**config.mk**
```make
export PLATFORM = sky130hd
export DESIGN_NAME = addr4u_redundant_sched
export DESIGN_NICKNAME = d
export VERILOG_FILES = /design/src/rtl/addr4u_redundant_sched.sv
export SDC_FILE = /design/constraint.sdc
export NUM_CORES = 1
export LEC_CHECK = 0
export CAP_MARGIN = 40
export CORE_ASPECT_RATIO = 1.75
export CORE_MARGIN = 2
export CORE_UTILIZATION = 25
export DETAILED_ROUTE_END_ITERATION = 6
export GPL_TIMING_DRIVEN = 1
export PLACE_DENSITY = 0.48
export SKIP_LAST_GASP = 1
export SLEW_MARGIN = 20
export SYNTH_ARGS = -nofsm -noshare
export SYNTH_HDL_FRONTEND = slang
export SYNTH_SLANG_ARGS = --single-unit
export TNS_END_PERCENT = 100
```
**constraint.sdc**
```tcl
create_clock -name clk -period 2 [get_ports clk]
set_input_delay 0.2 -clock clk [delete_from_list [all_inputs] [get_ports clk]]
set_output_delay 0.2 -clock clk [all_outputs]
set_load 0.02 [all_outputs]
```
**src/rtl/addr4u_redundant_sched.sv**
```systemverilog
// addr4u_redundant_sched: round-robin sharing of one 4-bit adder with swapped-operand double execution and retry
module addr4u_redundant_sched #(
  parameter int ID_W = 2,
  parameter int MAX_RETRY = 2,
  parameter int CNT_W = 8
) (
  input  logic                   clk,
  input  logic                   rst,
  input  logic [2**ID_W-1:0]     req_valid,
  input  logic [4*2**ID_W-1:0]   req_a,
  input  logic [4*2**ID_W-1:0]   req_b,
  output logic [2**ID_W-1:0]     req_ready,
  output logic [3:0]             add_a,
  output logic [3:0]             add_b,
  input  logic [4:0]             add_sum,
  output logic                   rsp_valid,
  input  logic                   rsp_ready,
  output logic [ID_W-1:0]        rsp_id,
  output logic [4:0]             rsp_sum,
  output logic                   rsp_err,
  output logic                   busy,
  output logic [CNT_W-1:0]       mis_cnt
);
  localparam int N_REQ = 2**ID_W;
  localparam logic [3:0] MAXR = 4'(MAX_RETRY);
  localparam logic [2:0] IDLE = 3'd0, RUN1 = 3'd1, RUN2 = 3'd2, CHECK = 3'd3, RESP = 3'd4;
  logic [2:0] state_q, state_d;
  logic [ID_W-1:0] rr_q, rr_d, id_q, id_d, grant, idx;
  logic [3:0] retry_q, retry_d, a_q, a_d, b_q, b_d;
  logic [4:0] sum1_q, sum1_d, sum2_q, sum2_d;
  logic err_q, err_d, found;
  logic [CNT_W-1:0] mis_q, mis_d;
  // descending scan so the candidate closest to the pointer is written last and wins
  always_comb begin
    grant = rr_q;
    idx = rr_q;
    found = 1'b0;
    for (int k = N_REQ - 1; k >= 0; k--) begin
      idx = rr_q + ID_W'(k);
      if (req_valid[idx]) begin
        grant = idx;
        found = 1'b1;
      end
    end
  end
  always_comb begin
    state_d = state_q;
    rr_d = rr_q;
    id_d = id_q;
    retry_d = retry_q;
    a_d = a_q;
    b_d = b_q;
    sum1_d = sum1_q;
    sum2_d = sum2_q;
    err_d = err_q;
    mis_d = mis_q;
    case (state_q)
      IDLE: if (found) begin
        state_d = RUN1;
        id_d = grant;
        a_d = req_a[4*grant +: 4];
        b_d = req_b[4*grant +: 4];
        retry_d = 4'd0;
        err_d = 1'b0;
      end
      RUN1: begin
        sum1_d = add_sum;
        state_d = RUN2;
      end
      RUN2: begin
        sum2_d = add_sum;
        state_d = CHECK;
      end
      CHECK: if (sum1_q == sum2_q) state_d = RESP;
      else begin
        mis_d = &mis_q ? mis_q : mis_q + 1'b1;
        state_d = retry_q < MAXR ? RUN1 : RESP;
        retry_d = retry_q < MAXR ? retry_q + 4'd1 : retry_q;
        err_d = retry_q >= MAXR;
      end
      RESP: if (rsp_ready) begin
        state_d = IDLE;
        rr_d = id_q + 1'b1;
      end
      default: state_d = IDLE;
    endcase
  end
  always_ff @(posedge clk or posedge rst) begin
    if (rst) begin
      state_q <= IDLE;
      rr_q <= '0;
      id_q <= '0;
      retry_q <= '0;
      a_q <= '0;
      b_q <= '0;
      sum1_q <= '0;
      sum2_q <= '0;
      err_q <= 1'b0;
      mis_q <= '0;
    end else begin
      state_q <= state_d;
      rr_q <= rr_d;
      id_q <= id_d;
      retry_q <= retry_d;
      a_q <= a_d;
      b_q <= b_d;
      sum1_q <= sum1_d;
      sum2_q <= sum2_d;
      err_q <= err_d;
      mis_q <= mis_d;
    end
  end
  assign busy = state_q != IDLE;
  assign req_ready = (state_q == IDLE && found) ? N_REQ'(1) << grant : '0;
  assign add_a = state_q == RUN1 ? a_q : state_q == RUN2 ? b_q : 4'd0;
  assign add_b = state_q == RUN1 ? b_q : state_q == RUN2 ? a_q : 4'd0;
  assign rsp_valid = state_q == RESP;
  assign rsp_id = rsp_valid ? id_q : '0;
  assign rsp_sum = rsp_valid ? sum1_q : '0;
  assign rsp_err = rsp_valid & err_q;
  assign mis_cnt = mis_q;
endmodule

```
# Word-level counts from Yosys, hierarchy flattened
# Index checks and enable logic that the tools add are counted.
# word_totals
output_inout_bits,30
register_bits,38
input_bits,44
elab_cells,83
# classes
n_reduce_logical,11
n_eq_ne,9
shift,3
addsub,6
order_cmp,6
n_bitwise,3
muxes,35
# op_table
op,n
4-bit 2-to-1 mux,8
16-bit by 5-bit indexed part select with 4-bit output,2
3-bit case mux with 5 select lines,1
2-bit by 3-bit less-than comparator with 1-bit output (second input constant),4
3-bit 2-to-1 mux,4
1-bit 2-to-1 mux,10
2-bit 2-to-1 mux,5
8-bit by 1-bit adder with 8-bit output (second input constant),1
1-bit binary-select mux with 2-bit select,4
4-bit case mux with 2 select lines,1
8-bit AND reduction,1
3-bit by 2-bit == test with 1-bit output (second input constant),2
2-bit != test (second input constant),3
2-bit AND reduction,3
3-bit AND reduction,2
5-bit == test,1
5-bit 2-to-1 mux,1
2-bit by 1-bit adder with 2-bit output (second input constant),2
2-bit adder (second input constant),2
4-bit by 1-bit adder with 4-bit output (second input constant),1
4-bit by 2-bit >= comparator with 1-bit output (second input constant),1
4-bit by 2-bit less-than comparator with 1-bit output (second input constant),1
4-bit AND reduction,1
1-bit by 2-bit left shift with 4-bit output (first input constant),1
other kinds (10),11

# Longest topological paths before layout
# logic_depth
word_depth,9
mapped_depth,7
ltp_nobuf,5

# Least setup slack after synthesis
# No wires, ideal clock.
# synth_timing
path_type,register to output
startpoint,reg state_q[0]
endpoint,out req_ready[0]
arrival_ns,1.552
n_path_buf,2
required_ns,1.800
path_stages_with_launch,6
path_slack_ns,0.248
cell_sequence,dfrtp_1 -> buf_4 -> nor4_4 -> nand3_2 -> buf_4 -> nor2_1
# synth_between
elab_chain_len,3
# synth_rtl
element,line_no,rtl
start: declaration,27,"logic [2:0] state_q, state_d;"
start signal: assignment,101,state_q <= state_d;
3-bit zero test,114,assign req_ready = (state_q == IDLE && found) ? N_REQ'(1) << grant : '0;
1-bit logical AND,114,
4-bit 2-to-1 mux,114,
end: declaration,12,"output logic [2**ID_W-1:0] req_ready,"
# Every way passes these cells.

# Worst setup path after layout
# layout_timing
startpoint,reg state_q[2]
endpoint,out add_b[3]
# layout_between
elab_chain_len,3
elab_cells_between_ends,4
cone_classes,eq/ne: 2; mux: 2
# layout_rtl
element,line_no,rtl
3-bit by 2-bit == test with 1-bit output,116,assign add_b = state_q == RUN1 ? b_q : state_q == RUN2 ? a_q : 4'd0;
4-bit 2-to-1 mux,116,
4-bit 2-to-1 mux *,116,
end: declaration,14,"output logic [3:0] add_b,"
# Every way passes the cells marked *; elsewhere a longest branch is shown, timed or not.

==> results.cfg <==
[yosys]
yosys.area.top_type_share = 0.4051
yosysTopAreaCell = dfrtp_1
netlist_instances = 213
synth_seq_area_share = 0.4051
ys_types = 49
yosys-top-cells-count = dfrtp_1 (38), nor2_1 (19), a211oi_2 (15)
synth.ff_latch_count = 38
synthTopCellsByArea = dfrtp_1 (41%), a211oi_2 (8.0%), mux2_2 (6.7%), mux2i_1 (3.4%), and4_1 (3.4%)
syn_area_um2 = 2347
synth-main-ff-cell = dfrtp_1
syn_nets = 260
synth_edf_count = 0
async_flop_share = 1.000
syn_avg_cell_area_um2 = 11.02
synth.most_common_cell = dfrtp_1
synth_warnings = 0

[worst_setup_path]
slowest_stage = dfrtp_1
critical_path.cell_chain = or2b_1 -> nor2_2 -> buf_12 -> a22o_1 -> clkdlybuf4s15_1
max_stage_delay_ns = 0.43
required_ns = 1.80
timing.rr.end = a_q[2]
crit_fanout = 9
reg2reg_from = state_q[0]
crit_family = buffers and inverters
critical_path_buf_inv_count = 2
r2r_cells = 4
cp.depth = 5
crit_path_end_kind = primary output
reg2reg_slack_ns = 0.18
crit_arrival_ns = 1.71
critical_path_class = reg2out
startpoint_type = register

[final_layout]
syn_to_final_growth_pct = 50.48
multi_input_area_um2 = 1326
fill_cells = 971
utilization = 0.3884
seq_area_um2 = 952.2
final_nets = 353
fin_cells = 427
drive_gt1_frac = 0.2704
antenna_cells = 0

[routing]
ant_nets = 0
post_drt_via_cell_ratio = 4.560
wl_per_cell_um = 14.45
routed-via-count = 1947
totalWireLength_mm = 6.169
drt_iter0_drc = 57
route.detailed.drc = 0
drtPass1Iterations = 2

[placement]
io_buffers = 73
preCtsSetupSlack_ns = -0.3628
routabilityCongestion = 0.7469
dpl.cell_count = 417
hpwl_mm = 4.924

[cts]
cts.sinks = 38
cts.htree.levels = 2
clk_pin_slew_worst_paths_ns = 0.06
cts_root_buffer = clkbuf_16
cts_buffers = 5
cts_tree = done
clk_path_buf_depth = 2
clkLatencyLatePin_ns = 0.29

[sta]
setup_viol = 0
rsz0062_at_grt = false
clock-skew-final_ns = 0.004243
worst_slack_ns = 0.08994
drv_slew = 0
maxSlewHeadroom = 0.6665
worstMarginPinSlew_ns = 0.5002
hold_ws_ns = 0.3401
period_needed_ns = 1.910
setup_tns_ns = 0
hold_violations = 0
finalCritPeriodShare = 0.9550
max_freq_mhz = 523.5

[floorplanning]
fp.dieH_um = 132.2
start_util = 0.2581
fp.dieArea_um2 = 10210
pin_count = 74
core-area_um2 = 9094
num_rows = 46
die-width_um = 77.25

[power]
leakage_nw = 1.546
power_density_nw_per_um2 = 1492
ir_drop_mv = 0.9509

[global_route]
antenna_found_initial = 0
grt_pass1_vias = 2056
grt_pass1_wl_mm = 10.26
track_usage = 0.1277
grt-ovfl-total = 0
grt_max_degree = 39

[flow_run]
maxCapViolCount = 0

[run_status]
status = finished, final reports clean

[hold_path]
worstHoldPathType = in2async
per-stage QoR:
stage	power (mW)	cell area, um^2
after global placement	4.349	3324
final	5.270	3532
after detailed placement	4.366	3324
after floorplan	3.310	2347
after global routing	5.663	3532
after CTS	5.313	3501
what timing repair did:
item                                    4_1_cts  5_1_grt
endpoints found under the setup margin       22       20
pin swaps                                     0        2
hold buffers                                  0        0
buffers inserted                              0        2
gates resized for setup                      32       23
logic make-up after synthesis:
| kind of cell | count (synthesis) | share of synthesized area |
|---|---|---|
| fa+ha+maj | 3 | 0.01599 |
| mux | 24 | 0.1125 |
| xor+xnor | 11 | 0.04105 |
| compound gates | 43 | 0.1743 |
| simple gates | 81 | 0.2143 |
| buf+inv | 13 | 0.03677 |
| flops | 38 | 0.4051 |
worst register-to-register path, cell delays in order, from the launching register on:
cell and delay (ns):
dfrtp_1 0.43, nor4_4 0.40, buf_4 0.27, and2_1 0.45, a211oi_1 0.13
cells in the final DEF, fill, tap and decap left out, types with 5 or more instances in the layout:
cell type / synthesis / layout
a211oi_2: 15 / 15
a22o_1: 8 / 8
and2_1: 9 / 9
and3_1: 6 / 6
and4_1: 9 / 9
buf_4: 3 / 21
clkbuf_16: 0 / 5
clkdlybuf4s15_1: 0 / 13
clkdlybuf4s50_1: 0 / 47
dfrtp_1: 38 / 37
dlygate4sd2_1: 0 / 6
mux2_2: 14 / 14
mux2i_1: 8 / 8
nand2_1: 9 / 9
nor2_1: 19 / 19
xnor2_1: 8 / 8
how the worst max path moves through the flow:
stage	start	end	slack (ns)
after floorplan	state_q[0]	req_ready[0]	0.25
after global placement	req_valid[3]	req_ready[3]	-0.35
after detailed placement	req_valid[0]	req_ready[3]	-0.36
after CTS	req_valid[3]	req_ready[2]	-0.1
after global routing	state_q[0]	add_a[2]	0.003
final	state_q[2]	add_b[3]	0.09
layout make-up:
cell class                      instances  share of cell area
Timing Repair Buffer                   95              0.2533
Tap cell                              120             0.04251
Clock inverter                          3             0.01948
Clock buffer                            5             0.03542
Sequential cell                        38              0.2696
Inverter                                4            0.004251
Multi-Input combinational cell        162              0.3755
power by group:
part / total, mW / internal [mW] / leakage (nW) / switching (mW)
registers: 1.42 / 1.12 / 0.460 / 0.308
clock network: 1.04 / 0.716 / 0.0940 / 0.322
logic: 2.81 / 1.43 / 0.991 / 1.37
flip-flops by register name (all words and copies together), names as in the netlist:
signal	cells
mis_cnt	8
retry_q	4
b_q	4
rr_q	2
id_q	2
state_q	3
sum2_q	5
a_q	4
sum1_q	5
err_q	1
routing by layer:
layer  part of all wire  vias to the layer above  wire [um]  GRT usage
met5                  0                        -          0          0
met4              0.015                        0         95    0.04464
met3              0.037                        5        230    0.03151
met2               0.55                       34       3393     0.2329
met1               0.40                      942       2449     0.1413
li1                   -                      966          -          -
Power figures use the tool's default switching activity.
